==> config.mk <==
export PLATFORM = sky130hd
export DESIGN_NAME = word_break
export DESIGN_NICKNAME = d
export VERILOG_FILES = /design/src/rtl/word_pkg.sv /design/src/rtl/word_fifo.sv /design/src/rtl/word_break.sv
export SDC_FILE = /design/constraint.sdc
export NUM_CORES = 1
export LEC_CHECK = 0
export ABC_AREA = 0
export CAP_MARGIN = 5
export CORE_ASPECT_RATIO = 0.5
export CORE_MARGIN = 5
export CORE_UTILIZATION = 55
export CTS_CLUSTER_SIZE = 30
export DETAILED_ROUTE_END_ITERATION = 7
export DONT_BUFFER_PORTS = 1
export PLACE_DENSITY = 0.8
export SETUP_SLACK_MARGIN = 0.3
export SLEW_MARGIN = 30
export SYNTH_ARGS = -nofsm -noshare
export SYNTH_HDL_FRONTEND = slang
export SYNTH_SLANG_ARGS = --single-unit
==> constraint.sdc <==
create_clock -name clock -period 3 [get_ports clock]
set_input_delay 0.3 -clock clock [delete_from_list [all_inputs] [get_ports clock]]
set_output_delay 0.3 -clock clock [all_outputs]
set_load 0.01 [all_outputs]
==> src/rtl/word_pkg.sv <==
// word_pkg: widths and shifter state shared by the word break and join stages.
package word_pkg;

    localparam int WORD_IN_SIZE  = 32;
    localparam int WORD_OUT_SIZE = 8;
    localparam int SLICES        = WORD_IN_SIZE / WORD_OUT_SIZE;

    typedef enum logic {EMPTY, SEND} state_t;

    // Index width that stays legal when only one slice or entry exists.
    function automatic int idx_width(input int n);
        return (n > 1) ? $clog2(n) : 1;
    endfunction

endpackage

==> src/rtl/word_fifo.sv <==
// word_fifo: small power-of-two word FIFO with occupancy count, no write-through when full.
module word_fifo
    import word_pkg::*;
#(
    parameter int WIDTH = 32,
    parameter int DEPTH = 2
) (
    input  logic                     clock,
    input  logic                     reset,
    input  logic                     push,
    input  logic                     pop,
    input  logic [WIDTH-1:0]         wdata,
    output logic [WIDTH-1:0]         rdata,
    output logic                     full,
    output logic                     empty,
    output logic [$clog2(DEPTH):0]   count
);

    localparam int AW = idx_width(DEPTH);

    logic [WIDTH-1:0] r_mem [DEPTH];
    logic [AW-1:0]    r_wr_ptr;
    logic [AW-1:0]    r_rd_ptr;
    logic [AW:0]      r_count;
    logic             w_push;
    logic             w_pop;

    assign full   = r_count == (AW+1)'(DEPTH);
    assign empty  = r_count == '0;
    assign count  = r_count;
    assign rdata  = r_mem[r_rd_ptr];
    assign w_push = push && !full;
    assign w_pop  = pop && !empty;

    // Pointers wrap naturally because DEPTH is a power of two.
    always_ff @(posedge clock or posedge reset) begin
        if (reset) begin
            r_wr_ptr <= '0;
            r_rd_ptr <= '0;
            r_count  <= '0;
        end else begin
            if (w_push) r_wr_ptr <= r_wr_ptr + 1'b1;
            if (w_pop) r_rd_ptr <= r_rd_ptr + 1'b1;
            r_count <= r_count + (AW+1)'(w_push) - (AW+1)'(w_pop);
        end
    end

    always_ff @(posedge clock) begin
        if (w_push) r_mem[r_wr_ptr] <= wdata;
    end

endmodule

==> src/rtl/word_break.sv <==
// word_break: buffers input words and serialises each one MSB slice first,
// reloading on the last slice so consecutive words stream without a bubble.
module word_break
    import word_pkg::*;
#(
    parameter int WORD_IN_SIZE  = word_pkg::WORD_IN_SIZE,
    parameter int WORD_OUT_SIZE = word_pkg::WORD_OUT_SIZE,
    parameter int DEPTH         = 2
) (
    input  logic                     clock,
    input  logic                     reset,
    input  logic [WORD_IN_SIZE-1:0]  word_in,
    input  logic                     valid_in,
    output logic                     ready_o,
    output logic [WORD_OUT_SIZE-1:0] data_out,
    output logic                     valid_o,
    input  logic                     ready_in,
    output logic                     busy_o
);

    localparam int N_SLICES = WORD_IN_SIZE / WORD_OUT_SIZE;
    localparam int IW       = idx_width(N_SLICES);
    localparam int CW       = $clog2(DEPTH) + 1;

    if ((WORD_IN_SIZE % WORD_OUT_SIZE) != 0 || DEPTH < 2 || (DEPTH & (DEPTH - 1)) != 0) begin : g_bad_cfg
        $error("word_break: WORD_IN_SIZE must be a multiple of WORD_OUT_SIZE and DEPTH a power of two >= 2");
    end

    state_t                  r_state;
    state_t                  w_next_state;
    logic [WORD_IN_SIZE-1:0] r_shift;
    logic [WORD_IN_SIZE-1:0] w_next_shift;
    logic [IW-1:0]           r_idx;
    logic [IW-1:0]           w_next_idx;
    logic [WORD_IN_SIZE-1:0] w_rdata;
    logic [CW-1:0]           w_count;
    logic                    w_full;
    logic                    w_empty;
    logic                    w_pop;
    logic                    w_hs;
    logic                    w_last;

    word_fifo #(.WIDTH(WORD_IN_SIZE), .DEPTH(DEPTH)) u_fifo (
        .clock (clock),
        .reset (reset),
        .push  (valid_in && ready_o),
        .pop   (w_pop),
        .wdata (word_in),
        .rdata (w_rdata),
        .full  (w_full),
        .empty (w_empty),
        .count (w_count)
    );

    assign ready_o  = !w_full;
    assign valid_o  = r_state == SEND;
    assign data_out = r_shift[WORD_IN_SIZE-1 -: WORD_OUT_SIZE];
    assign busy_o   = (w_count != '0) || (r_state == SEND);
    assign w_hs     = valid_o && ready_in;
    assign w_last   = r_idx == IW'(N_SLICES - 1);

    always_comb begin
        w_next_state = r_state;
        w_next_shift = r_shift;
        w_next_idx   = r_idx;
        w_pop        = 1'b0;
        if (r_state == EMPTY) begin
            if (!w_empty) begin
                w_pop        = 1'b1;
                w_next_shift = w_rdata;
                w_next_idx   = '0;
                w_next_state = SEND;
            end
        end else if (w_hs) begin
            if (!w_last) begin
                w_next_shift = r_shift << WORD_OUT_SIZE;
                w_next_idx   = r_idx + 1'b1;
            end else if (!w_empty) begin
                w_pop        = 1'b1;
                w_next_shift = w_rdata;
                w_next_idx   = '0;
            end else begin
                w_next_state = EMPTY;
            end
        end
    end

    always_ff @(posedge clock or posedge reset) begin
        if (reset) begin
            r_state <= EMPTY;
            r_shift <= '0;
            r_idx   <= '0;
        end else begin
            r_state <= w_next_state;
            r_shift <= w_next_shift;
            r_idx   <= w_next_idx;
        end
    end

endmodule

==> results_dict.tcl, run 1 <==
set metrics [dict create \
    fin_area_um2 4484 \
    maxSlewHeadroom_pct 36.39 \
    cts_tree "built" \
    antenna_found_initial 0 \
    finalSetupViolCount 0 \
    p_leak_nw 1.742 \
    crit_buf_inv 0 \
    cts_root_buffer "clkbuf_16" \
    ys_ff_latch 103 \
    synth_compound_area_share_pct 10.85 \
    die_w_um 132.9 \
    clkLatencyLatePin_ns 0.33 \
    syn_area_per_cell_um2 15.84 \
    area_delta_synth_final_pct 8.049 \
    slowest_delay_ns 0.83 \
    routedWlPerCell_um 18.76 \
    muxShareOfSynthArea_pct 7.718 \
    vias_per_cell 5.620 \
    ioPinCount 47 \
    num_vias 2012 \
    clock_skew_ns 0.006928 \
    cts_sinks 103 \
    crit_fanout 26 \
    finalNonFillerCells 358 \
    yosys_warnings 0 \
    drv_cap 0 \
    cp.arrival_ns 2.09 \
    cts_resized 0 \
    gp_congestion 0.7879 \
    rsz0062_at_grt "false" \
    routed_wl_um 6717 \
    diodes 0 \
    grt_overflow 0 \
    drt_pass1_iterations 4 \
    grt_max_degree 40 \
    start_util_pct 56.68 \
    finalCritPeriodShare_pct 64.17 \
    ys_types 28 \
    place_inst 341 \
    slowest_stage "and3b_1" \
    synth-seq-area-share_pct 69.82 \
    syn-instance-count 262 \
    critPathLaunchType "flop" \
    cp.required_ns 3.16 \
    slew_viol_final 0 \
    clock_path_buffers 2 \
    max-vdd-ir-drop_mv 0.4026 \
    placed_area_um2 4156 \
    path_class "flop to flop" \
    status "complete, no violations" \
    grt_pass1_vias 2160 \
    max_freq_ghz 0.5195 \
    finalHoldViolCount 0 \
    route.detailed.drc 0 \
    drive_above_1_share_pct 17.94 \
    synth-adder-area-share_pct 0.9044 \
    fillCellCount 502 \
    cts.reportedPaths.clkPinSlew_ns 0.07 \
    syn_area_um2 4150 \
    drtAntennaViolNets 0 \
    cts_buffers 9 \
    die_area_um2 9489 \
    worst_pin_slew_ns 0.9542 \
    tns_ns 0 \
    coreArea_um2 7322 \
    port_buffers 0 \
    dp_hpwl_um 4383 \
    synth_top_family_by_area "compound AO/OA/AOI/OAI gates" \
    grt_pass1_wl_um 10980 \
    initialDrtViolationCount 179 \
    cp-end-kind "flop" \
    nNetsFinal 296 \
    regArea_um2 2899 \
    die_y_um 71.43 \
    holdWs_ns 0.05901 \
    yosys.area_share.simple_pct 3.678 \
    timing.final.crit_period_ns 1.925 \
    crit_chain "ha_1 -> and3b_1 -> a222oi_1" \
    synth_fp_nets 301 \
    hold_class "input pin to flop" \
    row_count 22 \
    multi_input_area_um2 1002 \
    powerDensity_nw_per_um2 992.4 \
    h-tree-depth 3 \
    synth_xor_area_share_pct 0.8441 \
    power_mw 4.450 \
    grtUsageTotal_pct 15.12 \
    crit_family "simple AND/OR/NAND/NOR gates" \
]
path summary, 6_finish.rpt:
| check | end | slack, ns | cells past startpoint | startpoint |
|---|---|---|---|---|
| max | r_shift[29] | 1.08 | 3 | r_idx[0] |
| max in group asynchronous | u_fifo.r_rd_ptr | 2.09 | 3 | reset |
| max reg2reg | r_shift[29] | 1.08 | 3 | r_idx[0] |
| min reg2reg | r_shift[1] | 0.49 | 1 | r_shift[1] |
| min in group asynchronous | r_shift[8] | 0.54 | 3 | reset |
| min | u_fifo.r_mem[0][19] | 0.06 | 0 | word_in[19] |
through the flow:
step	worst slack, ns	util (%)
CTS	1.040	61.19
global placement	1.185	56.77
finish	1.075	61.24
floorplan	0.5530	-
global route	0.9289	61.24
detailed placement	1.057	56.77
routing by layer:
metal	global-route usage, %	vias up	routed length (um)	part of all wire, %
li1	-	939	-	-
met1	17.35	1022	2752	41
met2	26.07	45	3406	51
met3	6.592	6	485	7.2
met4	4.608	0	73	1.1
met5	0	-	0	0
kinds of logic (layout without fill, tap and decap cells):
family          after synthesis  count (layout)
flops                       103             103
fa+ha+maj                     3               3
buf+inv                      50              50
simple gates                 33              33
mux                          32              32
xor+xnor                      4               4
compound gates               37              37
area by class of cell:
cell class,count,share of cell area (%)
Inverter,29,2.427
Tap cell,96,2.679
Sequential cell,103,64.65
Multi-Input combinational cell,109,22.35
Timing Repair Buffer,5,0.8929
Clock inverter,6,1.674
Clock buffer,10,5.329
what timing repair did:
item | in CTS | in global routing
hold buffers | 1 | 0
endpoints found under the hold margin | 39 | 0
setup buffers | 0 | 0
registers in the layout, summed over array words and instances (netlist names):
register / cells
r_shift: 32
u_fifo.r_rd_ptr: 1
valid_o: 1
u_fifo.r_wr_ptr: 1
r_idx: 2
u_fifo.count: 2
u_fifo.r_mem: 64
power by group:
part	internal [mW]	switching, mW	total (mW)	leakage [nW]
Sequential	1.95	0.313	2.26	1.10
Clock	0.680	0.487	1.17	0.151
Combinational	0.461	0.563	1.02	0.496
cell usage after synthesis:
master	instances	area, um^2
nand2_2	1	6.260
dfrtp_1	39	975.9
mux2i_1	32	320.3
buf_6	2	22.52
inv_1	29	108.9
nand2_1	22	82.58
a222oi_1	3	30.03
and2b_1	1	7.510
o21ai_1	1	5.000
o21a_4	1	15.01
and3b_1	1	8.760
a21bo_2	1	10.01
buf_2	7	35.03
or3_1	1	6.260
o221ai_2	19	285.3
nand2b_1	3	18.77
ha_1	3	37.54
o2bb2ai_1	8	70.07
nor2_1	2	7.510
xnor2_1	4	35.03
edfxtp_1	64	1922
or2_4	1	8.760
buf_4	11	82.58
and3_1	1	6.260
a21oi_2	1	8.760
clkbuf_4	1	7.510
o221ai_1	2	17.52
a22o_1	1	8.760
cells in the final DEF, fill, tap and decap left out, types with 2 or more instances in the layout:
master	count
buf_4	4
ha_1	3
xnor2_1	4
nand2_1	22
mux2i_1	32
clkbuf_16	9
o221ai_1	2
o221ai_2	19
dfrtp_1	38
o2bb2ai_1	8
a222oi_1	3
inv_1	29
edfxtp_1	64
nand2b_1	3
clkinv_4	2
(Power assumes the default switching activity.)
==> run 2: changes to the inputs <==
==> constraint.sdc (replaced) <==
create_clock -name clock -period 1.84 [get_ports clock]
set_input_delay 0.184 -clock clock [delete_from_list [all_inputs] [get_ports clock]]
set_output_delay 0.184 -clock clock [all_outputs]
set_load 0.01 [all_outputs]
==> run 2 against run 1 <==
Effect of this change:
- non-clock buffer count rose by 42
- maximum frequency rose by 12%
- setup slack got worse by 0.96 ns
- routed wire length rose by 12%
- die area did not move
- combinational power rose by 110%
- global-route usage rose by 1.7 points
- clock power rose by 50%
- sequential share of layout area fell by 6.1 points
- first-iteration DRC count fell by 23%
- cell count rose by 12%
- worst hold slack got worse by 0.021 ns
- critical endpoint is now u_fifo.count[1]
- largest cell class unchanged
==> results_dict.tcl, run 2 (synthesis gave the netlist of run 1 again) <==
set metrics [dict create \
    status "complete, no violations" \
    vias_per_cell 5.490 \
    finalNonFillerCells 400 \
    timing.final.crit_period_ns 1.722 \
    maxSlewHeadroom_pct 65.84 \
    h-tree-depth 3 \
    slowest_delay_ns 0.39 \
    cts_sinks 103 \
    diodes 0 \
    route.detailed.drc 0 \
    nNetsFinal 338 \
    gp_congestion 0.8397 \
    grt_max_degree 40 \
    area_delta_synth_final_pct 19.26 \
    top_regs "u_fifo.r_mem (64), r_shift (32)" \
    finalSetupViolCount 0 \
    initialDrtViolationCount 138 \
    finalHoldViolCount 0 \
    cts_buffers 9 \
    crit_family "adder cells" \
    cp-end-kind "flop" \
    dp_hpwl_um 4695 \
    powerDensity_nw_per_um2 1523 \
    crit_path_frequent_cell "ha_4" \
    r2r_start "r_idx[0]" \
    cp.arrival_ns 1.96 \
    grt_overflow 0 \
    power_mw 7.538 \
    slowest_stage "dfrtp_1" \
    cts_root_buffer "clkbuf_16" \
    drv_cap 0 \
    grt_pass1_wl_um 11960 \
    grtUsageTotal_pct 16.77 \
    top_register "u_fifo.r_mem" \
    start_util_pct 56.68 \
    clock_skew_ns 0.009570 \
    crit_buf_inv 2 \
    layout_commonest_cell "edfxtp_1" \
    r2r_cells 9 \
    critPathLaunchType "flop" \
    drive_above_1_share_pct 20.72 \
    cp.required_ns 2.08 \
    die_area_um2 9489 \
    timing.rr.end "u_fifo.count[1]" \
    path_class "flop to flop" \
    antenna_found_initial 0 \
    crit_chain "ha_2 -> a21bo_4 -> nand2_4 -> inv_4 -> ha_4 -> inv_2 -> ha_4 -> xnor2_2 -> xnor2_1" \
    setup.worst_path.start "r_idx[0]" \
    clock_path_buffers 2 \
    critPathCapture "u_fifo.count[1]" \
    worst_pin_slew_ns 0.5124 \
    drt_pass1_iterations 4 \
    finalCritPeriodShare_pct 93.57 \
    max-vdd-ir-drop_mv 0.7751 \
    port_buffers 0 \
    grt_pass1_vias 2336 \
    cp.depth 9 \
    p_leak_nw 1.926 \
    final_cell_mix "64 x edfxtp_1, 38 x dfrtp_1, 33 x dlygate4sd3_1, 32 x mux2i_1, 27 x inv_1" \
    num_vias 2196 \
    clkLatencyLatePin_ns 0.35 \
    crit_fanout 3 \
    largest_reg_flops 64 \
    max_freq_ghz 0.5808 \
    fin_area_um2 4950 \
    placed_area_um2 4275 \
    coreArea_um2 7322 \
    die_w_um 132.9 \
    drtAntennaViolNets 0 \
    routed_wl_um 7519 \
    place_inst 346 \
    ioPinCount 47 \
    cts.reportedPaths.clkPinSlew_ns 0.06 \
    die_y_um 71.43 \
    row_count 22 \
    cts_tree "built" \
    rsz0062_at_grt "true" \
    reg2reg_slack_ns 0.12 \
    tns_ns 0 \
    holdWs_ns 0.03840 \
    routedWlPerCell_um 18.80 \
    slew_viol_final 0 \
    hold_class "input pin to flop" \
]
[run 2: what timing repair did]
| action | in CTS | in global routing |
|---|---|---|
| buffers inserted | 3 | 2 |
| hold endpoints to repair | 103 | 0 |
| hold buffers | 33 | 0 |
| gates resized for setup | 3 | 3 |
| pin swaps | 5 | 4 |
| setup endpoints to repair | 36 | 37 |
[run 2: worst min-delay path by stage]
stage	slack [ns]	endpoint	startpoint	depth (start not counted)
4_1_cts	0.04	u_fifo.r_wr_ptr	valid_in	2
5_1_grt	0.05	u_fifo.r_wr_ptr	valid_in	2
2_1_floorplan	0.28	u_fifo.r_mem[0][0]	word_in[0]	0
3_5_place_dp	0.24	r_shift[4]	reset	2
6_report	0.04	u_fifo.r_wr_ptr	valid_in	2
3_3_place_gp	0.22	r_shift[0]	reset	2
[run 2: layer usage]
layer,global-route usage (%),routed length [um]
met4,7.488,161
met2,27.75,3719
met3,5.540,368
met1,20.45,3269
met5,0,0
[run 2: area by class of cell]
cell class / count / area (um^2)
tap: 96 / 120.1
multi-input combinational: 109 / 1065
clock buffer: 12 / 246.5
clock inverter: 4 / 31.28
sequential: 103 / 2899
timing repair buffer: 47 / 476.7
fill: 476 / 2372
inverter: 29 / 111.4
[run 2: metrics by stage]
stage	util, %	worst slack (ns)
2_1_floorplan	-	0.1303
3_3_place_gp	58.39	0.1272
3_5_place_dp	58.39	-0.02484
4_1_cts	67.19	0.1293
5_1_grt	67.60	0.007946
6_report	67.60	0.1183
[run 2: power breakdown]
part           switching [mW]  internal, mW
combinational            1.17          1.02
clock                   0.801         0.962
sequential              0.413          3.17
total                    2.39          5.15
[run 2: worst reg2reg max path, cell delays in order (launching register included)]
cell,delay [ns]
dfrtp_1,0.39
ha_2,0.19
a21bo_4,0.22
nand2_4,0.08
inv_4,0.04
ha_4,0.25
inv_2,0.03
ha_4,0.15
xnor2_2,0.12
xnor2_1,0.12
